[src/rtl/screen_scanner_if.sv]
// RAM read port and pixel stream bundle between screen_scanner (master) and its
// memory/back end (slave).
interface screen_scanner_if #(
  parameter int ADDR_W = 13
);
  logic [ADDR_W-1:0] mem_addr;
  logic              mem_rd;
  logic [15:0]       mem_data;
  logic              pix_valid;
  logic              pix_ready;
  logic              pix_data;
  logic              pix_sof;
  logic              pix_eol;

  modport master (
    output mem_addr,
    output mem_rd,
    input  mem_data,
    output pix_valid,
    input  pix_ready,
    output pix_data,
    output pix_sof,
    output pix_eol
  );

  modport slave (
    input  mem_addr,
    input  mem_rd,
    output mem_data,
    input  pix_valid,
    output pix_ready,
    input  pix_data,
    input  pix_sof,
    input  pix_eol
  );
endinterface

[src/rtl/screen_scanner.sv]
// Streams the screen RAM in raster order as a valid/ready pixel stream.
// Define SCREEN_SCANNER_CONTINUOUS_EN to scan frames back to back until reset.
//
// state  | meaning
// IDLE   | waiting for enable, buffers empty, no reads issued
// RUN    | fetching words and streaming pixels of the current frame
module screen_scanner #(
  parameter int WORDS_PER_ROW = 32,
  parameter int ROWS          = 256,
  parameter int ADDR_W        = 13
) (
  input  logic             clk_i,
  input  logic             rst_n_i,
  input  logic             enable_i,
  screen_scanner_if.master bus,
  output logic             frame_done_o,
  output logic             busy_o
);

`ifdef SCREEN_SCANNER_CONTINUOUS_EN
  localparam bit CONTINUOUS = 1'b1;
`else
  localparam bit CONTINUOUS = 1'b0;
`endif

  localparam int TOTAL_WORDS = WORDS_PER_ROW * ROWS;
  localparam int ROW_PIX     = WORDS_PER_ROW * 16;
  localparam int TOTAL_PIX   = TOTAL_WORDS * 16;
  localparam int PIX_W       = $clog2(TOTAL_PIX);
  localparam int COL_W       = $clog2(ROW_PIX);

  localparam logic [ADDR_W-1:0] LAST_WORD = ADDR_W'(TOTAL_WORDS - 1);
  localparam logic [PIX_W-1:0]  LAST_PIX  = PIX_W'(TOTAL_PIX - 1);
  localparam logic [COL_W-1:0]  LAST_COL  = COL_W'(ROW_PIX - 1);

  typedef enum logic {
    S_IDLE = 1'b0,
    S_RUN  = 1'b1
  } state_t;

  state_t            state_q, state_d;

  logic [ADDR_W-1:0] mem_addr_q, mem_addr_d;
  logic              mem_rd_q, mem_rd_d;
  logic              rvalid_q;
  logic [ADDR_W-1:0] wcnt_q, wcnt_d;
  logic              fetch_end_q, fetch_end_d;

  logic [15:0]       sh_q, sh_d;
  logic [4:0]        sh_cnt_q, sh_cnt_d;
  logic [15:0]       pf_q, pf_d;
  logic              pf_full_q, pf_full_d;

  logic [PIX_W-1:0]  pix_cnt_q, pix_cnt_d;
  logic [COL_W-1:0]  col_q, col_d;
  logic              frame_done_q;

  logic              pix_valid;
  logic              accept;
  logic              last_accept;
  logic              start;
  logic              shift_take;
  logic              issue;
  logic [ADDR_W-1:0] fetch_addr;

  assign pix_valid   = (sh_cnt_q != 5'd0);
  assign accept      = pix_valid & bus.pix_ready;
  assign last_accept = accept & (pix_cnt_q == LAST_PIX);
  assign start       = (state_q == S_IDLE) & enable_i;
  // The shift register can take a new word when empty or emptying this cycle.
  assign shift_take  = (sh_cnt_q == 5'd0) | (accept & (sh_cnt_q == 5'd1));
  assign fetch_addr  = start ? '0 : wcnt_q;
  assign issue       = start |
                       ((state_q == S_RUN) & ~pf_full_q & ~mem_rd_q & ~rvalid_q & ~fetch_end_q);

  always_ff @(posedge clk_i or negedge rst_n_i) begin
    if (!rst_n_i) begin
      state_q <= S_IDLE;
    end else begin
      state_q <= state_d;
    end
  end

  always_comb begin
    state_d = state_q;
    case (state_q)
      S_IDLE: if (enable_i) state_d = S_RUN;
      S_RUN:  if (last_accept && !CONTINUOUS) state_d = S_IDLE;
      default: state_d = S_IDLE;
    endcase
  end

  always_comb begin
    busy_o = 1'b0;
    if (state_q == S_RUN) busy_o = 1'b1;
  end

  always_comb begin
    mem_rd_d    = issue;
    mem_addr_d  = issue ? fetch_addr : mem_addr_q;
    wcnt_d      = wcnt_q;
    fetch_end_d = fetch_end_q;
    if (start) fetch_end_d = 1'b0;
    if (issue) begin
      wcnt_d = (fetch_addr == LAST_WORD) ? '0 : fetch_addr + 1'b1;
      if (fetch_addr == LAST_WORD && !CONTINUOUS) fetch_end_d = 1'b1;
    end
  end

  // Returned data never overtakes the prefetch word, so pixel order is preserved.
  always_comb begin
    sh_d      = sh_q;
    sh_cnt_d  = sh_cnt_q;
    pf_d      = pf_q;
    pf_full_d = pf_full_q;
    if (shift_take) begin
      if (pf_full_q) begin
        sh_d      = pf_q;
        sh_cnt_d  = 5'd16;
        pf_full_d = rvalid_q;
        if (rvalid_q) pf_d = bus.mem_data;
      end else if (rvalid_q) begin
        sh_d     = bus.mem_data;
        sh_cnt_d = 5'd16;
      end else begin
        sh_d     = '0;
        sh_cnt_d = 5'd0;
      end
    end else begin
      if (accept) begin
        sh_d     = {1'b0, sh_q[15:1]};
        sh_cnt_d = sh_cnt_q - 5'd1;
      end
      if (rvalid_q) begin
        pf_d      = bus.mem_data;
        pf_full_d = 1'b1;
      end
    end
  end

  always_comb begin
    pix_cnt_d = pix_cnt_q;
    col_d     = col_q;
    if (accept) begin
      pix_cnt_d = (pix_cnt_q == LAST_PIX) ? '0 : pix_cnt_q + 1'b1;
      col_d     = (col_q == LAST_COL) ? '0 : col_q + 1'b1;
    end
  end

  always_ff @(posedge clk_i or negedge rst_n_i) begin
    if (!rst_n_i) begin
      mem_addr_q   <= '0;
      mem_rd_q     <= 1'b0;
      rvalid_q     <= 1'b0;
      wcnt_q       <= '0;
      fetch_end_q  <= 1'b0;
      sh_q         <= '0;
      sh_cnt_q     <= 5'd0;
      pf_q         <= '0;
      pf_full_q    <= 1'b0;
      pix_cnt_q    <= '0;
      col_q        <= '0;
      frame_done_q <= 1'b0;
    end else begin
      mem_addr_q   <= mem_addr_d;
      mem_rd_q     <= mem_rd_d;
      rvalid_q     <= mem_rd_q;
      wcnt_q       <= wcnt_d;
      fetch_end_q  <= fetch_end_d;
      sh_q         <= sh_d;
      sh_cnt_q     <= sh_cnt_d;
      pf_q         <= pf_d;
      pf_full_q    <= pf_full_d;
      pix_cnt_q    <= pix_cnt_d;
      col_q        <= col_d;
      frame_done_q <= last_accept;
    end
  end

  assign bus.mem_addr  = mem_addr_q;
  assign bus.mem_rd    = mem_rd_q;
  assign bus.pix_valid = pix_valid;
  assign bus.pix_data  = sh_q[0];
  assign bus.pix_sof   = pix_valid & (pix_cnt_q == '0);
  assign bus.pix_eol   = pix_valid & (col_q == LAST_COL);
  assign frame_done_o  = frame_done_q;

endmodule

[src/flat_wrapper.sv]
// flat-port wrapper written by rule: the top's interface ports become plain ports
module screen_scanner_flat 
#(
  parameter int WORDS_PER_ROW = 32,
  parameter int ROWS          = 256,
  parameter int ADDR_W        = 13
)
  (clk_i, rst_n_i, enable_i, frame_done_o, busy_o, bus_mem_addr, bus_mem_rd, bus_mem_data, bus_pix_valid, bus_pix_ready, bus_pix_data, bus_pix_sof, bus_pix_eol);
  screen_scanner_if #(.ADDR_W(ADDR_W)) bus_i ();
  input  logic clk_i;
  input  logic rst_n_i;
  input  logic enable_i;
  output logic frame_done_o;
  output logic busy_o;
  output wire logic [$bits(bus_i.mem_addr)-1:0] bus_mem_addr;
  output wire logic [$bits(bus_i.mem_rd)-1:0] bus_mem_rd;
  input wire logic [$bits(bus_i.mem_data)-1:0] bus_mem_data;
  output wire logic [$bits(bus_i.pix_valid)-1:0] bus_pix_valid;
  input wire logic [$bits(bus_i.pix_ready)-1:0] bus_pix_ready;
  output wire logic [$bits(bus_i.pix_data)-1:0] bus_pix_data;
  output wire logic [$bits(bus_i.pix_sof)-1:0] bus_pix_sof;
  output wire logic [$bits(bus_i.pix_eol)-1:0] bus_pix_eol;
  assign bus_mem_addr = bus_i.mem_addr;
  assign bus_mem_rd = bus_i.mem_rd;
  assign bus_i.mem_data = bus_mem_data;
  assign bus_pix_valid = bus_i.pix_valid;
  assign bus_i.pix_ready = bus_pix_ready;
  assign bus_pix_data = bus_i.pix_data;
  assign bus_pix_sof = bus_i.pix_sof;
  assign bus_pix_eol = bus_i.pix_eol;
  screen_scanner #(.WORDS_PER_ROW(WORDS_PER_ROW), .ROWS(ROWS), .ADDR_W(ADDR_W)) u_core (.clk_i(clk_i), .rst_n_i(rst_n_i), .enable_i(enable_i), .bus(bus_i), .frame_done_o(frame_done_o), .busy_o(busy_o));
endmodule
[config.mk]
export PLATFORM = sky130hd
export DESIGN_NAME = screen_scanner_flat
export DESIGN_NICKNAME = d
export VERILOG_FILES = /design/src/rtl/screen_scanner_if.sv /design/src/rtl/screen_scanner.sv /design/src/flat_wrapper.sv
export SDC_FILE = /design/constraint.sdc
export NUM_CORES = 1
export LEC_CHECK = 0
export BUFFER_PORTS_ARGS = -buffer_cell sky130_fd_sc_hd__buf_2
export CAP_MARGIN = 20
export CORE_MARGIN = 1.5
export CORE_UTILIZATION = 54
export DETAILED_ROUTE_END_ITERATION = 7
export GPL_TIMING_DRIVEN = 1
export PLACE_DENSITY = 0.85
export SYNTH_ARGS = -nofsm -noshare
export SYNTH_HDL_FRONTEND = slang
export SYNTH_SLANG_ARGS = --single-unit
[constraint.sdc]
create_clock -name clk_i -period 2.2 [get_ports clk_i]
set_input_delay 0.55 -clock clk_i [delete_from_list [all_inputs] [get_ports clk_i]]
set_output_delay 0.55 -clock clk_i [all_outputs]
set_load 0.02 [all_outputs]
==> results.txt, run 1 <==
----------------------------------------------------
[Floorplan]
  Starting density of the core ... 0.5590
  I/O pin total ... 40
  Site Rows ... 33
  Area of the die ... 0.009068 mm^2
  Chip Width ... 95.23 um
  Placeable core area ... about 0.0082 mm^2
  Die span in y ... 95.23 um

[Clock network]
  Clock H-tree levels ... 3
  Clock root buffer master ... sky130_fd_sc_hd__clkbuf_8
  Clock tree from TritonCTS ... built
  Clock-pin transition on the worst setup and hold timing paths ... 0.11 ns
  Clock buffers created by TritonCTS ... 9
  Maximum count of clock buffers along a single path ... 2
  Skew-Pair Late Insertion Delay ... 0.38 ns
  Cts hold-fix bufs ... 0
  Sink Count ... between 90 and 100

[Timing]
  Worst setup margin ... -0.2907 ns
  Setup-violating endpoint count in the final report ... 8
  Share of the clock period used by the worst path after layout ... 1.132
  Worst Tran Pin Value ... around 0.46 ns
  Headroom to the max-slew limit ... 0.6963
  Worst setup skew after layout ... 0.02115 ns
  Fin. max-slew vios ... 0
  Unrepaired setup endpoints after global routing ... true
  Crit path time final ... 2.491 ns
  Count of final hold-check violations ... 0
  Highest clock rate ... approximately 400 MHz
  Worst-case hold slack ... 0.1130 ns

[Power and ir drop]
  Comb pwr share ... 0.412
  PwrDens ... 1202 mW/mm^2
  Clock network fraction of total power ... 0.169
  Switching pwr ... 2.534 mW
  Leakage ... roughly 2.6 nW
  Share of power burned in registers ... 0.419
  Switching part of the total ... 0.3835
  Worst ir drop on vdd ... 614.5 uV
  Pint ... 4.073 mW

[Finish]
  Layout Area Growth over Synthesis ... 19.69%
  N_diodes ... 0
  Share of post-route cells with drive strength above 1 ... 0.2532
  Commonest non-fill, non-tap cell in the layout ... sky130_fd_sc_hd__dfrtp_1
  Final net count ... 565
  # fillers ... 570
  Highest-count cells in the layout ignoring fill and taps ... sky130_fd_sc_hd__dfrtp_1, sky130_fd_sc_hd__nand2_1, sky130_fd_sc_hd__buf_4, sky130_fd_sc_hd__buf_2, sky130_fd_sc_hd__nor2_1
  Cell area after layout ... ~0.0055 mm^2
  Fin cells ... 646

[Yosys]
  Total standard cell area after synthesis ... 0.004593 mm^2
  Synthesized instance count ... 472
  Sequential fraction of the synthesis area ... 0.5176
  Post-synth net total ... 501
  Avg Cell Area, Syn ... approximately 9.7 um^2
  Prevailing post-synth register cell ... sky130_fd_sc_hd__dfrtp_1
  Library cells used by synthesis ... 48
  Share of flip-flops with an asynchronous set or reset ... 1.000
  Flip-flop and latch count after synthesis ... 95
  Number of flops mapped to enable cells by yosys ... 0
  Synth warnings ... 0

[Route]
  First-pass iteration count of the detailed router ... 4
  Ratio of routed vias to standard cells ... slightly below 6
  Via count of the routed design ... 3849
  Final routed wire length divided by cell count ... between 15 and 20 um
  Antenna-violating nets left ... 0
  DRC violations left ... 0
  Total length of routed wires ... 10710 um
  Starting DRC count in detailed routing ... 322

[Outcome]
  Status ... finished, violations left
  Failing checks ... setup timing

[Critical path]
  Launching element of the worst setup path ... u_core.col_q[0]
  Kind of start point of the critical path ... flop
  Crit path kind ... flop to output pin
  Maximum net fanout on the critical path ... 2
  Kind of capture point of the worst setup path ... output pin
  Critical Path RT ... 1.65 ns
  Worst reg2reg startpoint ... u_core.sh_cnt_q[1]
  Number of cells on the worst reg-to-reg path ... 8
  Arrival time reported for the critical path endpoint ... around 1.9 ns

[Global route]
  Global-route wire length before repair ... between 15000 and 20000 um
  Maximum number of pins on one net before global-route repair ... 34
  Total congestion overflow after global routing ... 0
  Number of antenna violations at the first check in global routing ... 0
  Global-route total usage across every layer ... 0.2357
  Number of global-route vias before repair ... 3601

[Place]
  Dpl ws ... -0.02387 ns
  Placed Instances ... roughly 620
  Total placed instance area ... between 0.005 and 0.006 mm^2
  Half-perimeter wire length after detailed placement ... 6663 um
  IO Port Bufs ... 39
  Final Wtd Congestion ... between 0.8 and 0.9

[Run]
  Number of maximum-capacitance violations ... 0

[Min path]
  Min-delay worst type ... input port to asynchronous set/reset pin

----------------------------------------------------
==> worst max-delay path: stages (launching register included) <==
cell                      delay (ns)
sky130_fd_sc_hd__dfrtp_1        0.41
sky130_fd_sc_hd__ha_2           0.21
sky130_fd_sc_hd__and3_4         0.19
sky130_fd_sc_hd__and3_4         0.18
sky130_fd_sc_hd__and3_4         0.18
sky130_fd_sc_hd__ha_4           0.15
sky130_fd_sc_hd__and2_4         0.13
sky130_fd_sc_hd__buf_6          0.12
==> registers in the layout (all words and copies together), names as in the netlist <==
signal	cells
u_core.pix_cnt_q	17
u_core.pf_q	16
u_core.sh_q	16
u_core.bus.mem_addr	13
u_core.wcnt_q	13
u_core.col_q	9
u_core.sh_cnt_q	5
u_core.bus.mem_rd	1
u_core.fetch_end_q	1
u_core.frame_done_o	1
u_core.pf_full_q	1
u_core.rvalid_q	1
u_core.state_q	1
==> layout make-up <==
| cell class | count | area, um^2 | share of cell area |
|---|---|---|---|
| well taps | 105 | 131.4 | 0.02390 |
| repair buffers | 80 | 595.6 | 0.1083 |
| flip-flops and latches | 95 | 2377 | 0.4324 |
| clock buffers | 9 | 123.9 | 0.02253 |
| multi-input cells | 343 | 2182 | 0.3969 |
| inverters | 7 | 26.28 | 0.004779 |
| clock inverters | 7 | 61.31 | 0.01115 |
==> per-layer routing <==
metal,track usage,part of all wire,vias to the layer above
met5,0,0,-
li1,-,-,1810
met2,0.3918,0.51,121
met1,0.3020,0.44,1893
met4,0.09080,0.019,0
met3,0.04785,0.039,25
==> power by group through the flow <==
stage / clock network, mW / registers (mW) / logic (mW)
6_report: 1.11 / 2.77 / 2.72
5_1_grt: 1.20 / 2.84 / 2.97
4_1_cts: 1.13 / 2.74 / 2.42
3_5_place_dp: 0 / 2.76 / 2.32
3_3_place_gp: 0 / 2.72 / 2.20
2_1_floorplan: 0 / 2.75 / 1.57
==> final timing paths <==
kind | to | slack, ns
worst max register to register | u_core.pf_q[6] | -0.01
min in group clk_i | u_core.pf_q[7] | 0.42
worst max-delay path | bus_pix_eol | -0.29
max in group asynchronous | u_core.pf_q[12] | 1.47
worst min-delay path | u_core.sh_cnt_q[4] | 0.11
worst min register to register | u_core.rvalid_q | 0.42
==> kinds of logic (layout without fill, tap and decap cells) <==
kind of cell | after synthesis | after routing | synth area share
AND/OR/NAND/NOR | 200 | 200 | 0.2027
adder cells (fa/ha/maj) | 9 | 9 | 0.02452
AO/OA/AOI/OAI | 103 | 103 | 0.1430
flip-flops | 95 | 95 | 0.5176
XOR/XNOR | 15 | 15 | 0.02860
multiplexers | 16 | 16 | 0.04658
buffers and inverters | 34 | 103 | 0.03705
==> synth_stat cells, drive strengths merged, types with 7 or more instances <==
cell,number,area (um^2)
a221oi,15,131.4
xor2,8,70.07
nor2,34,127.6
ha,9,112.6
inv,7,26.28
nand2,91,344.1
dfrtp,95,2377
a31oi,19,118.9
xnor2,7,61.31
and3,11,68.82
mux2,16,214.0
nand4,9,56.30
nor3,9,45.04
o21ai,26,141.4
a21oi,27,138.9
buf,12,87.59
nand3,16,80.08
clkbuf,15,56.30
==> metrics by stage <==
stage | total power [mW] | TNS (ns) | util
final | 6.607 | -0.6304 | 0.6691
after global routing | 7.013 | -1.370 | 0.6691
after CTS | 6.289 | -0.4145 | 0.6498
after detailed placement | 5.076 | -0.02387 | 0.6138
after global placement | 4.919 | 0 | 0.6138
after floorplan | 4.322 | 0 | -
==> what timing repair did <==
action / CTS / global route
cloned: 0 / 1
pin swaps: 2 / 6
gates resized for setup: 18 / 17
endpoints found under the setup margin: 3 / 21
setup buffers: 5 / 9
No activity file was read; power rests on OpenSTA's default activity.
==> run 2: changes to the inputs <==
- REMOVE_ABC_BUFFERS: default -> 1
==> results.txt, run 2 (same netlist as run 1, synthesis figures left out) <==
----------------------------------------------------
[Global route]
  Global-route wire length before repair ... 17110 um (+3.4%)
  GRT met1 Usage ... 0.2983 (-0.003638)
  Number of antenna violations at the first check in global routing ... 0 (unchanged)
  Total congestion overflow after global routing ... 0 (unchanged)
  Maximum number of pins on one net before global-route repair ... 41 (+21%)
  Layer with the highest usage after global routing ... met2
  Global-route total usage across every layer ... 0.2412 (+0.005478)
  Number of global-route vias before repair ... 3761 (+4.4%)
  Fraction of met3 tracks used by global routing ... 0.04466 (-0.003190)
  Met2 capacity usage during global routing ... 0.4178 (+0.02600)

[Outcome]
  Failing checks ... setup timing
  Status ... finished, violations left

[Critical path]
  Critical Path RT ... 1.65 ns (about the same)
  CP peak stage delay ... 0.40 ns (about the same)
  Launching element of the worst setup path ... u_core.col_q[1]
  Series of cell instances along the critical path ... ha_2 -> and3_4 -> and3_4 -> and3_4 -> ha_4 -> and2_4 -> buf_6
  Highest-delay cell along the critical path ... sky130_fd_sc_hd__dfrtp_1
  Cell seen most often among critical-path stages ... sky130_fd_sc_hd__and3_4
  CP top delay family ... simple AND/OR/NAND/NOR gates
  Maximum net fanout on the critical path ... 3 (+1)
  Kind of start point of the critical path ... flop
  Crit path kind ... flop to output pin
  Worst reg2reg startpoint ... u_core.col_q[1]
  Total buffers and inverters traversed by the critical path ... 1 (unchanged)
  Kind of capture point of the worst setup path ... output pin
  R2R setup slack ... 0.06 ns (+0.07 ns)
  Arrival time reported for the critical path endpoint ... 1.88 ns (-0.06 ns)

[Place]
  Half-perimeter wire length after detailed placement ... 6678 um (+0.23%)
  IO Port Bufs ... 39 (unchanged)
  Final Wtd Congestion ... 0.8686 (-0.21%)

[Timing]
  Share of the clock period used by the worst path after layout ... 1.105 (-0.02716)
  Worst setup skew after layout ... 0.009645 ns (-0.01150 ns)
  Worst setup margin ... -0.2310 ns (+0.05976 ns)
  Unrepaired setup endpoints after global routing ... true
  Worst Tran Pin Value ... 0.5930 ns (+0.1374 ns)
  Crit path time final ... 2.431 ns (-0.05976 ns)
  Fin. max-slew vios ... 0 (unchanged)
  Headroom to the max-slew limit ... 0.6047 (-0.09160)
  Worst-case hold slack ... 0.1526 ns (+0.03968 ns)
  Count of final hold-check violations ... 0 (unchanged)
  Highest clock rate ... 411.4 MHz (+2.5%)
  Setup-violating endpoint count in the final report ... 3 (-5)

[Finish]
  Number of flip-flops under the largest register name ... 17 (unchanged)
  N_diodes ... 0 (unchanged)
  # fillers ... 618 (+8.4%)
  Final net count ... 564 (-0.18%)
  Commonest non-fill, non-tap cell in the layout ... sky130_fd_sc_hd__dfrtp_1
  Largest registers ... u_core.pix_cnt_q x17, u_core.pf_q x16, u_core.sh_q x16
  Register with the highest flop count ... u_core.pix_cnt_q
  Area taken by multi-input logic gates ... 0.002142 mm^2 (-1.8%)
  Layout Area Growth over Synthesis ... 18.09%
  Highest-count cells in the layout ignoring fill and taps ... sky130_fd_sc_hd__dfrtp_1, sky130_fd_sc_hd__nand2_1, sky130_fd_sc_hd__buf_4, sky130_fd_sc_hd__buf_2, sky130_fd_sc_hd__nor2_1
  Share of post-route cells with drive strength above 1 ... 0.2481 (-0.005087)
  Seq. cell area ... 0.002377 mm^2 (unchanged)

[Clock network]
  Clock H-tree levels ... 3 (unchanged)
  Clock tree from TritonCTS ... built
  Clock buffers created by TritonCTS ... 9 (unchanged)
  Clock root buffer master ... sky130_fd_sc_hd__clkbuf_8
  Maximum count of clock buffers along a single path ... 2 (unchanged)
  Skew-Pair Late Insertion Delay ... 0.36 ns (-0.02 ns)
  Sink Count ... 95 (unchanged)
  Clock-pin transition on the worst setup and hold timing paths ... 0.10 ns (about the same)

[Route]
  DRC violations left ... 0 (unchanged)
  Antenna-violating nets left ... 0 (unchanged)
  Ratio of routed vias to standard cells ... 5.874 (-1.4%)
  Total length of routed wires ... 10210 um (-4.7%)
  Starting DRC count in detailed routing ... 265 (-18%)
  Final routed wire length divided by cell count ... 15.83 um (-4.5%)
  First-pass iteration count of the detailed router ... 4 (unchanged)
  Via count of the routed design ... 3789 (-1.6%)

[Floorplan]
  Chip Width ... 95.23 um (unchanged)
  Placeable core area ... 0.008217 mm^2 (unchanged)
  Starting density of the core ... 0.5590 (unchanged)
  Area of the die ... 0.009068 mm^2 (unchanged)
  Site Rows ... 33 (unchanged)
  Die span in y ... 95.23 um (unchanged)
  I/O pin total ... 40 (unchanged)

[Power and ir drop]
  Leakage ... 2.512 nW (-1.9%)
  Worst ir drop on vdd ... 547.6 uV (-11%)
  Total power ... 6.433 mW (-2.6%)
  PwrDens ... 1186 mW/mm^2 (-1.3%)

[Min path]
  Min-delay worst type ... input port to asynchronous set/reset pin

[Run]
  Number of maximum-capacitance violations ... 0 (unchanged)

----------------------------------------------------
run 2: repair_timing:
item                                    in CTS  in global routing
setup buffers                                9                  3
pin swaps                                    2                  2
resized for setup                           21                  7
hold buffers                                 0                  0
endpoints found under the setup margin       3                 12
run 2: path summary, 6_finish.rpt:
| check | endpoint | depth (start not counted) |
|---|---|---|
| worst min register to register | u_core.rvalid_q | 0 |
| worst min-delay path | u_core.col_q[8] | 1 |
| worst max-delay path | bus_pix_eol | 7 |
| min in group clk_i | u_core.pf_q[2] | 2 |
| worst max register to register | u_core.col_q[4] | 10 |
| max in group asynchronous | u_core.pix_cnt_q[7] | 2 |
run 2: power breakdown:
part	switching [mW]	internal, mW
Clock	0.642	0.540
Sequential	0.462	2.31
Combinational	1.31	1.17
run 2: final cells by class:
class / instances / share of cell area
flip-flops and latches: 95 / 0.4383
multi-input cells: 343 / 0.3949
repair buffers: 79 / 0.1006
well taps: 105 / 0.02422
clock buffers: 9 / 0.02284
clock inverters: 7 / 0.01430
inverters: 7 / 0.004844
run 2: worst reg2reg max path: stages (launching register included):
cell                       delay [ns]
sky130_fd_sc_hd__dfrtp_1         0.40
sky130_fd_sc_hd__ha_2            0.19
sky130_fd_sc_hd__and3_4          0.18
sky130_fd_sc_hd__and3_4          0.18
sky130_fd_sc_hd__and3_4          0.18
sky130_fd_sc_hd__ha_4            0.15
sky130_fd_sc_hd__buf_4           0.12
sky130_fd_sc_hd__buf_4           0.15
sky130_fd_sc_hd__nand2b_2        0.23
sky130_fd_sc_hd__nor3b_2         0.20
sky130_fd_sc_hd__a21o_1          0.11
run 2: layer usage:
metal  up-vias  part of all wire
met5         -                 0
met4         0             0.016
met3        17             0.039
met2        97              0.50
met1      1876              0.44
li1       1799                 -
run 2: metrics by stage:
stage	utilization	TNS, ns	std cells	setup WS (ns)	area, um^2
floorplan	-	-10.93	445	-0.5172	4449
CTS	0.6540	-0.3630	643	-0.2333	5374
detailed placement	0.6114	-0.01319	618	-0.01319	5024
global route	0.6601	-0.5228	645	-0.2778	5424
global placement	0.6114	0	618	0.05288	5024
finish	0.6601	-0.3937	645	-0.2310	5424
